`config.mk`:
```
export PLATFORM = sky130hd
export DESIGN_NAME = omega_io_port
export DESIGN_NICKNAME = d
export VERILOG_FILES = /design/src/rtl/omega_pkg.sv /design/src/rtl/omega_sync_filter.sv /design/src/rtl/omega_io_port.sv
export SDC_FILE = /design/constraint.sdc
export NUM_CORES = 1
export LEC_CHECK = 0
export BUFFER_PORTS_ARGS = -buffer_cell sky130_fd_sc_hd__buf_2
export CAP_MARGIN = 20
export CORE_MARGIN = 1.5
export CORE_UTILIZATION = 30
export CTS_BUF_LIST = sky130_fd_sc_hd__clkbuf_8
export DETAILED_ROUTE_END_ITERATION = 10
export GPL_TIMING_DRIVEN = 0
export PLACE_DENSITY = 0.62
export SLEW_MARGIN = 20
export SYNTH_ARGS = -nofsm -noshare
export SYNTH_HDL_FRONTEND = slang
export SYNTH_SLANG_ARGS = --single-unit
export TNS_END_PERCENT = 10
```
`constraint.sdc`:
```
create_clock -name clk -period 1.5 [get_ports clk]
set_clock_uncertainty 0.05 [all_clocks]
set_input_delay 0.45 -clock clk [delete_from_list [all_inputs] [get_ports clk]]
set_output_delay 0.45 -clock clk [all_outputs]
set_load 0.03 [all_outputs]
```
`src/rtl/omega_pkg.sv`:
```
// Shared types and constants for the oMega paged RAM expander IO port.
// Bank codes double as the top two data bits of a page-port write.
package omega_pkg;

    localparam int         PAGE_W        = 6;
    localparam logic [7:0] OMEGA_IO_PORT = 8'hE7;

    typedef logic [1:0] bank_t;

    localparam bank_t BANK_NONE = 2'd0;
    localparam bank_t BANK_LO   = 2'd1;
    localparam bank_t BANK_MID  = 2'd2;
    localparam bank_t BANK_HI   = 2'd3;

    typedef enum logic [1:0] {
        WR_IDLE,
        WR_QUAL,
        WR_COMMIT,
        WR_WAIT_REL
    } wr_state_t;

    typedef enum logic [1:0] {
        RD_IDLE,
        RD_QUAL,
        RD_DRIVE
    } rd_state_t;

    function automatic logic [PAGE_W-1:0] page_of_bank(
        input bank_t             bank,
        input logic [PAGE_W-1:0] lo,
        input logic [PAGE_W-1:0] mid,
        input logic [PAGE_W-1:0] hi
    );
        case (bank)
            BANK_LO:  return lo;
            BANK_MID: return mid;
            BANK_HI:  return hi;
            default:  return '0;
        endcase
    endfunction

endpackage

```
`src/rtl/omega_sync_filter.sv`:
```
// Synchronizes one IORQ/strobe pair and counts consecutive qualified cycles.
// Latency SYNC_STAGES cycles to hit; reached asserts once hit has held MIN_LOW-1 prior cycles.
module omega_sync_filter #(
    parameter int SYNC_STAGES = 2,
    parameter int MIN_LOW     = 2
) (
    input  logic clk,
    input  logic rst_n,
    input  logic iorq_n,
    input  logic strb_n,
    input  logic addr_hit,
    input  logic block,
    output logic hit,
    output logic reached
);

    localparam logic [3:0] QUAL_AT = 4'(MIN_LOW - 1);

    logic [SYNC_STAGES-1:0] iorq_q, iorq_d;
    logic [SYNC_STAGES-1:0] strb_q, strb_d;
    logic [3:0]             cnt_q, cnt_d;

    always_comb begin
        iorq_d  = {iorq_q[SYNC_STAGES-2:0], iorq_n};
        strb_d  = {strb_q[SYNC_STAGES-2:0], strb_n};
        // address is only trusted once both strobes have crossed the synchronizer
        hit     = !iorq_q[SYNC_STAGES-1] && !strb_q[SYNC_STAGES-1] && addr_hit && !block;
        cnt_d   = hit ? ((cnt_q == 4'hF) ? cnt_q : cnt_q + 4'd1) : 4'd0;
        reached = hit && (cnt_q >= QUAL_AT);
    end

    always_ff @(posedge clk or negedge rst_n) begin
        if (!rst_n) begin
            iorq_q <= '1;
            strb_q <= '1;
            cnt_q  <= 4'd0;
        end else begin
            iorq_q <= iorq_d;
            strb_q <= strb_d;
            cnt_q  <= cnt_d;
        end
    end

endmodule

```
`src/rtl/omega_io_port.sv`:
```
// oMega page-port front end: filtered IO writes load LO/MID/HI page registers and HI enable.
// Latency SYNC_STAGES+MIN_LOW+1 cycles pin-to-register; optional PAGE_READBACK_EN adds IN readback.
module omega_io_port
    import omega_pkg::*;
#(
    parameter logic [7:0] IO_PORT     = OMEGA_IO_PORT,
    parameter int         SYNC_STAGES = 2,
    parameter int         MIN_LOW     = 2
) (
    input  logic              clk,
    input  logic              rst_n,
    input  logic              aq_iorq_n,
    input  logic              aq_wr_n,
    input  logic              aq_rd_n,
    input  logic [7:0]        aq_addr_lo,
    input  logic [7:0]        aq_data_in,
    input  logic              cart_present,
    output logic [PAGE_W-1:0] a_page,
    output logic [PAGE_W-1:0] b_page,
    output logic [PAGE_W-1:0] c_page,
    output logic              hi_ram_enable,
    output logic              page_upd,
    output logic [1:0]        upd_bank,
    output logic [7:0]        aq_data_out,
    output logic              aq_data_oe
);

    logic                   addr_hit;
    logic                   wr_hit, wr_reached;
    logic [SYNC_STAGES-1:0] cart_q, cart_d;
    logic                   cart_s;
    wr_state_t              wr_state_q, wr_state_d;
    logic [7:0]             dlat_q, dlat_d;
    logic [PAGE_W-1:0]      a_q, a_d, b_q, b_d, c_q, c_d;
    logic                   hi_q, hi_d, upd_q, upd_d;
    bank_t                  bank_q, bank_d;

    assign addr_hit = (aq_addr_lo == IO_PORT);
    assign cart_s   = cart_q[SYNC_STAGES-1];

    omega_sync_filter #(.SYNC_STAGES(SYNC_STAGES), .MIN_LOW(MIN_LOW)) u_wr_filt (
        .clk      (clk),
        .rst_n    (rst_n),
        .iorq_n   (aq_iorq_n),
        .strb_n   (aq_wr_n),
        .addr_hit (addr_hit),
        .block    (1'b0),
        .hit      (wr_hit),
        .reached  (wr_reached)
    );

    always_comb begin
        cart_d     = {cart_q[SYNC_STAGES-2:0], cart_present};
        wr_state_d = wr_state_q;
        dlat_d     = dlat_q;
        a_d        = a_q;
        b_d        = b_q;
        c_d        = c_q;
        // a present cartridge owns the HI window, including during a commit
        hi_d       = hi_q && !cart_s;
        upd_d      = 1'b0;
        bank_d     = bank_q;
        case (wr_state_q)
            WR_IDLE: if (wr_hit) wr_state_d = WR_QUAL;
            WR_QUAL: begin
                if (!wr_hit) begin
                    wr_state_d = WR_IDLE;
                end else begin
                    dlat_d = aq_data_in;
                    if (wr_reached) wr_state_d = WR_COMMIT;
                end
            end
            WR_COMMIT: begin
                wr_state_d = WR_WAIT_REL;
                case (dlat_q[7:6])
                    BANK_LO:  a_d = dlat_q[PAGE_W-1:0];
                    BANK_MID: b_d = dlat_q[PAGE_W-1:0];
                    BANK_HI: begin
                        c_d  = dlat_q[PAGE_W-1:0];
                        hi_d = !cart_s;
                    end
                    default: ;
                endcase
                if (dlat_q[7:6] != BANK_NONE) begin
                    upd_d  = 1'b1;
                    bank_d = dlat_q[7:6];
                end
            end
            WR_WAIT_REL: if (!wr_hit) wr_state_d = WR_IDLE;
            default: wr_state_d = WR_IDLE;
        endcase
    end

    always_ff @(posedge clk or negedge rst_n) begin
        if (!rst_n) begin
            cart_q     <= '0;
            wr_state_q <= WR_IDLE;
            dlat_q     <= 8'h00;
            a_q        <= '0;
            b_q        <= '0;
            c_q        <= '0;
            hi_q       <= 1'b0;
            upd_q      <= 1'b0;
            bank_q     <= BANK_NONE;
        end else begin
            cart_q     <= cart_d;
            wr_state_q <= wr_state_d;
            dlat_q     <= dlat_d;
            a_q        <= a_d;
            b_q        <= b_d;
            c_q        <= c_d;
            hi_q       <= hi_d;
            upd_q      <= upd_d;
            bank_q     <= bank_d;
        end
    end

    assign a_page        = a_q;
    assign b_page        = b_q;
    assign c_page        = c_q;
    assign hi_ram_enable = hi_q;
    assign page_upd      = upd_q;
    assign upd_bank      = bank_q;

`ifdef PAGE_READBACK_EN
    logic      rd_hit, rd_reached;
    rd_state_t rd_state_q, rd_state_d;

    // a simultaneous write strobe suppresses the read
    omega_sync_filter #(.SYNC_STAGES(SYNC_STAGES), .MIN_LOW(MIN_LOW)) u_rd_filt (
        .clk      (clk),
        .rst_n    (rst_n),
        .iorq_n   (aq_iorq_n),
        .strb_n   (aq_rd_n),
        .addr_hit (addr_hit),
        .block    (wr_hit),
        .hit      (rd_hit),
        .reached  (rd_reached)
    );

    always_comb begin
        rd_state_d = rd_state_q;
        case (rd_state_q)
            RD_IDLE:  if (rd_hit) rd_state_d = RD_QUAL;
            RD_QUAL: begin
                if (!rd_hit)         rd_state_d = RD_IDLE;
                else if (rd_reached) rd_state_d = RD_DRIVE;
            end
            RD_DRIVE: if (!rd_hit) rd_state_d = RD_IDLE;
            default:  rd_state_d = RD_IDLE;
        endcase
    end

    always_ff @(posedge clk or negedge rst_n) begin
        if (!rst_n) rd_state_q <= RD_IDLE;
        else        rd_state_q <= rd_state_d;
    end

    assign aq_data_oe  = (rd_state_q == RD_DRIVE);
    assign aq_data_out = aq_data_oe ? {bank_q, page_of_bank(bank_q, a_q, b_q, c_q)} : 8'h00;
`else
    logic unused_rd_n;
    assign unused_rd_n = aq_rd_n;
    assign aq_data_oe  = 1'b0;
    assign aq_data_out = 8'h00;
`endif

endmodule

```
==> flow_summary.ini <==
[setup_path]
worstPathRequired_ns = 1.62
worstSetupPathType = reg2reg
cp_num_buf_inv = 1
crit_family = flip-flops
crit_path_cell_trace = nand3b_1 -> nor2_4 -> buf_4 -> mux2_4
timing.rr.start = wr_state_q[0]
slowest_delay_ns = 0.45
cp-start-kind = register
crit_start = wr_state_q[0]
end_kind = register
cp_max_fo = 6
arrival_ns = 1.61
cpMaxStageDelayCell = dfrtp_2

[timing]
timing.fmax_ghz = 0.670
grt_setup_unrepaired = yes
min_period_over_period_pct = 99.4
hold_violations = 0
worstMarginPinSlew_ns = 0.900
setup_viol = 0
finalSetupTns_ns = 0
relSlewSlack_pct = 40.0
maxSlewViolCount = 0
fin_crit_ns = 1.49

[cells_and_area]
n_fill_cell = 550
drive_gt1_share_pct = 55.7
layout_commonest_cell = buf_2
final_core_util_pct = 40.7
area_growth_pct = 30.4
most-common-layout-cells = buf_2 (42), dfrtp_1 (36), mux2_2 (20), buf_4 (13), conb_1 (9)
insertedDiodeCount = 0
layout.nets = 209
multiInputGateArea_um2 = 651
register_area_um2 = 1060

[synthesis]
syn_area_per_cell_um2 = 14.2
seq_area_frac_synth_pct = 61.0
synth_seq_cells = 42
synth.distinct_cells = 28
synthTopCellsByArea = dfrtp_1 (55%), mux2_2 (17%), dfstp_2 (6.1%), buf_4 (3.9%), ha_1 (2.2%)
synth_cells = 122
netlist_area_um2 = 1730
yosys.area.top_type = dfrtp_1
synth_warnings = 0
yosysTopAreaCellShare_pct = 55.0

[floorplan]
start_util_pct = 31.2
rows = 27
die_w_um = 78.9
core_um2 = 5540
io_pins = 53
die_area_um2 = 6230
die_h_um = 78.9

[power_and_ir_drop]
switching_power_uw = 440
seq_power_share_pct = 54.3
p_clk_share_pct = 40.9
p_per_area_nw_per_um2 = 936
p_leak_nw = 1.21
p_sw_share_pct = 20.8
intPower_mw = 1.67
max-vdd-ir-drop_uv = 520
power_frac_comb_pct = 4.8

[global_route]
gr-usage-all-layers_pct = 11.5
grt_pass1_vias = 1103
grt_pass1_wl_um = 5420
antenna_found_initial = 0
gr-total-overflow = 0
grt_start_max_net_pins = 43

[clock_network]
worstSkewPairLatency_ns = 0.28
cts_sinks = 42
clkTransAtPathRegs_ns = 0.08
cts_root_buffer = clkbuf_8
cts.path.max_buffers = 2
htree_levels = 2
cts_buffers = 5
tritoncts = built

[place]
post-dp-hpwl_um = 2180
routabilityCongestion = 0.677
io_buffers = 42

[route]
drtIter0Drc = 29
vias_per_cell = 4.33
antenna_left = 0
routed_wl_um = 3310
dr.pass1.iters = 4
routedWlPerCell_um = 12.9
drc = 0
routed-via-count = 1113

[outcome]
status = finished, final reports clean

[flow_run]
drv_cap = 0

[min_path]
hold_start = aq_iorq_n
hp-class = in2reg
==> per-layer routing <==
| metal | part of all wire, % | up-vias | GRT usage (%) |
|---|---|---|---|
| met5 | 0 | - | 0 |
| met4 | 0.21 | 0 | 2.63 |
| met3 | 8.3 | 2 | 4.60 |
| met2 | 46 | 43 | 17.1 |
| met1 | 46 | 539 | 15.7 |
| li1 | - | 529 | - |
==> metrics by stage <==
| step | hold WS [ns] | power (mW) | std cells | setup slack [ns] | cell area [µm²] |
|---|---|---|---|---|---|
| final | 0.205 | 2.11 | 257 | 0.00843 | 2260 |
| after global routing | 0.178 | 2.21 | 257 | -0.0661 | 2260 |
| after CTS | 0.190 | 2.16 | 253 | -0.0399 | 2180 |
| after detailed placement | 0.291 | 1.27 | 244 | -0.136 | 2060 |
| after global placement | 0.283 | 1.27 | 244 | -0.116 | 2060 |
| after floorplan | 0.104 | 1.22 | 130 | 0.0989 | 1760 |
==> power groups by stage <==
stage | logic, mW | registers [mW] | clock network, mW
2_1_floorplan | 0.0549 | 1.17 | 0
3_3_place_gp | 0.103 | 1.17 | 0
3_5_place_dp | 0.103 | 1.17 | 0
4_1_cts | 0.103 | 1.15 | 0.907
5_1_grt | 0.114 | 1.15 | 0.950
6_report | 0.102 | 1.15 | 0.864
==> worst reg2reg max path, stage by stage (launching register included) <==
cell	delay, ns
dfrtp_2	0.45
nand3b_1	0.25
nor2_4	0.19
buf_4	0.15
mux2_4	0.29
==> flip-flops by register name, indices dropped and copies added, names as in the netlist, 2 cells and up, named ones only <==
register / flops
a_page: 6
u_wr_filt.cnt_q: 4
upd_bank: 2
u_wr_filt.strb_q: 2
dlat_q: 8
u_wr_filt.iorq_q: 2
c_page: 6
b_page: 6
cart_q: 2
==> cells in the mapped netlist (all sizes together) <==
| cell | count |
|---|---|
| xnor2 | 1 |
| nand4 | 2 |
| nand3b | 2 |
| buf | 9 |
| and2 | 1 |
| conb | 1 |
| mux2 | 26 |
| nand2 | 5 |
| o2111ai | 1 |
| dfrtp | 38 |
| a21oi | 1 |
| a31oi | 1 |
| nand3 | 3 |
| mux2i | 1 |
| a22oi | 1 |
| nor4b | 1 |
| nor3 | 3 |
| dfstp | 4 |
| nor3b | 1 |
| inv | 5 |
| and4bb | 2 |
| and2b | 1 |
| nor2 | 7 |
| ha | 3 |
| o21ai | 1 |
| a21boi | 1 |
==> final timing paths <==
| check | cells past startpoint | end | slack (ns) |
|---|---|---|---|
| worst max register to register | 4 | a_page[2] | 0.008 |
| worst min register to register | 0 | u_wr_filt.strb_q[1] | 0.31 |
| min in group asynchronous | 1 | b_page[4] | 0.24 |
| max in group asynchronous | 1 | wr_state_q[0] | 0.55 |
| worst min-delay path | 1 | u_wr_filt.iorq_q[0] | 0.21 |
| worst max-delay path | 4 | a_page[2] | 0.008 |
==> cell type report <==
type                       count  share of cell area (%)
sequential                    42                    46.9
multi-input combinational     74                    28.8
timing repair buffer          47                    11.5
tap                           72                    3.99
clock buffer                   5                    3.05
buffer                         9                    3.00
clock inverter                 3                    1.83
inverter                       5                   0.832
==> cell families (layout without fill, tap and decap cells) <==
| logic type | after synthesis | count (layout) | synth area share, % |
|---|---|---|---|
| flip-flops | 42 | 42 | 61.0 |
| AND/OR/NAND/NOR | 28 | 28 | 11.3 |
| multiplexers | 27 | 27 | 17.5 |
| buffers and inverters | 14 | 69 | 4.99 |
| AO/OA/AOI/OAI | 6 | 6 | 2.31 |
| adder cells (fa/ha/maj) | 3 | 3 | 2.17 |
| other | 1 | 9 | 0.217 |
| XOR/XNOR | 1 | 1 | 0.506 |
==> repair_timing <==
item,CTS,global route
cloned,0,0
endpoints found under the setup margin,22,22
buffers inserted,1,4
pin swaps,2,2
resized for setup,1,9
hold buffers,0,0
(Power assumes the default switching activity.)
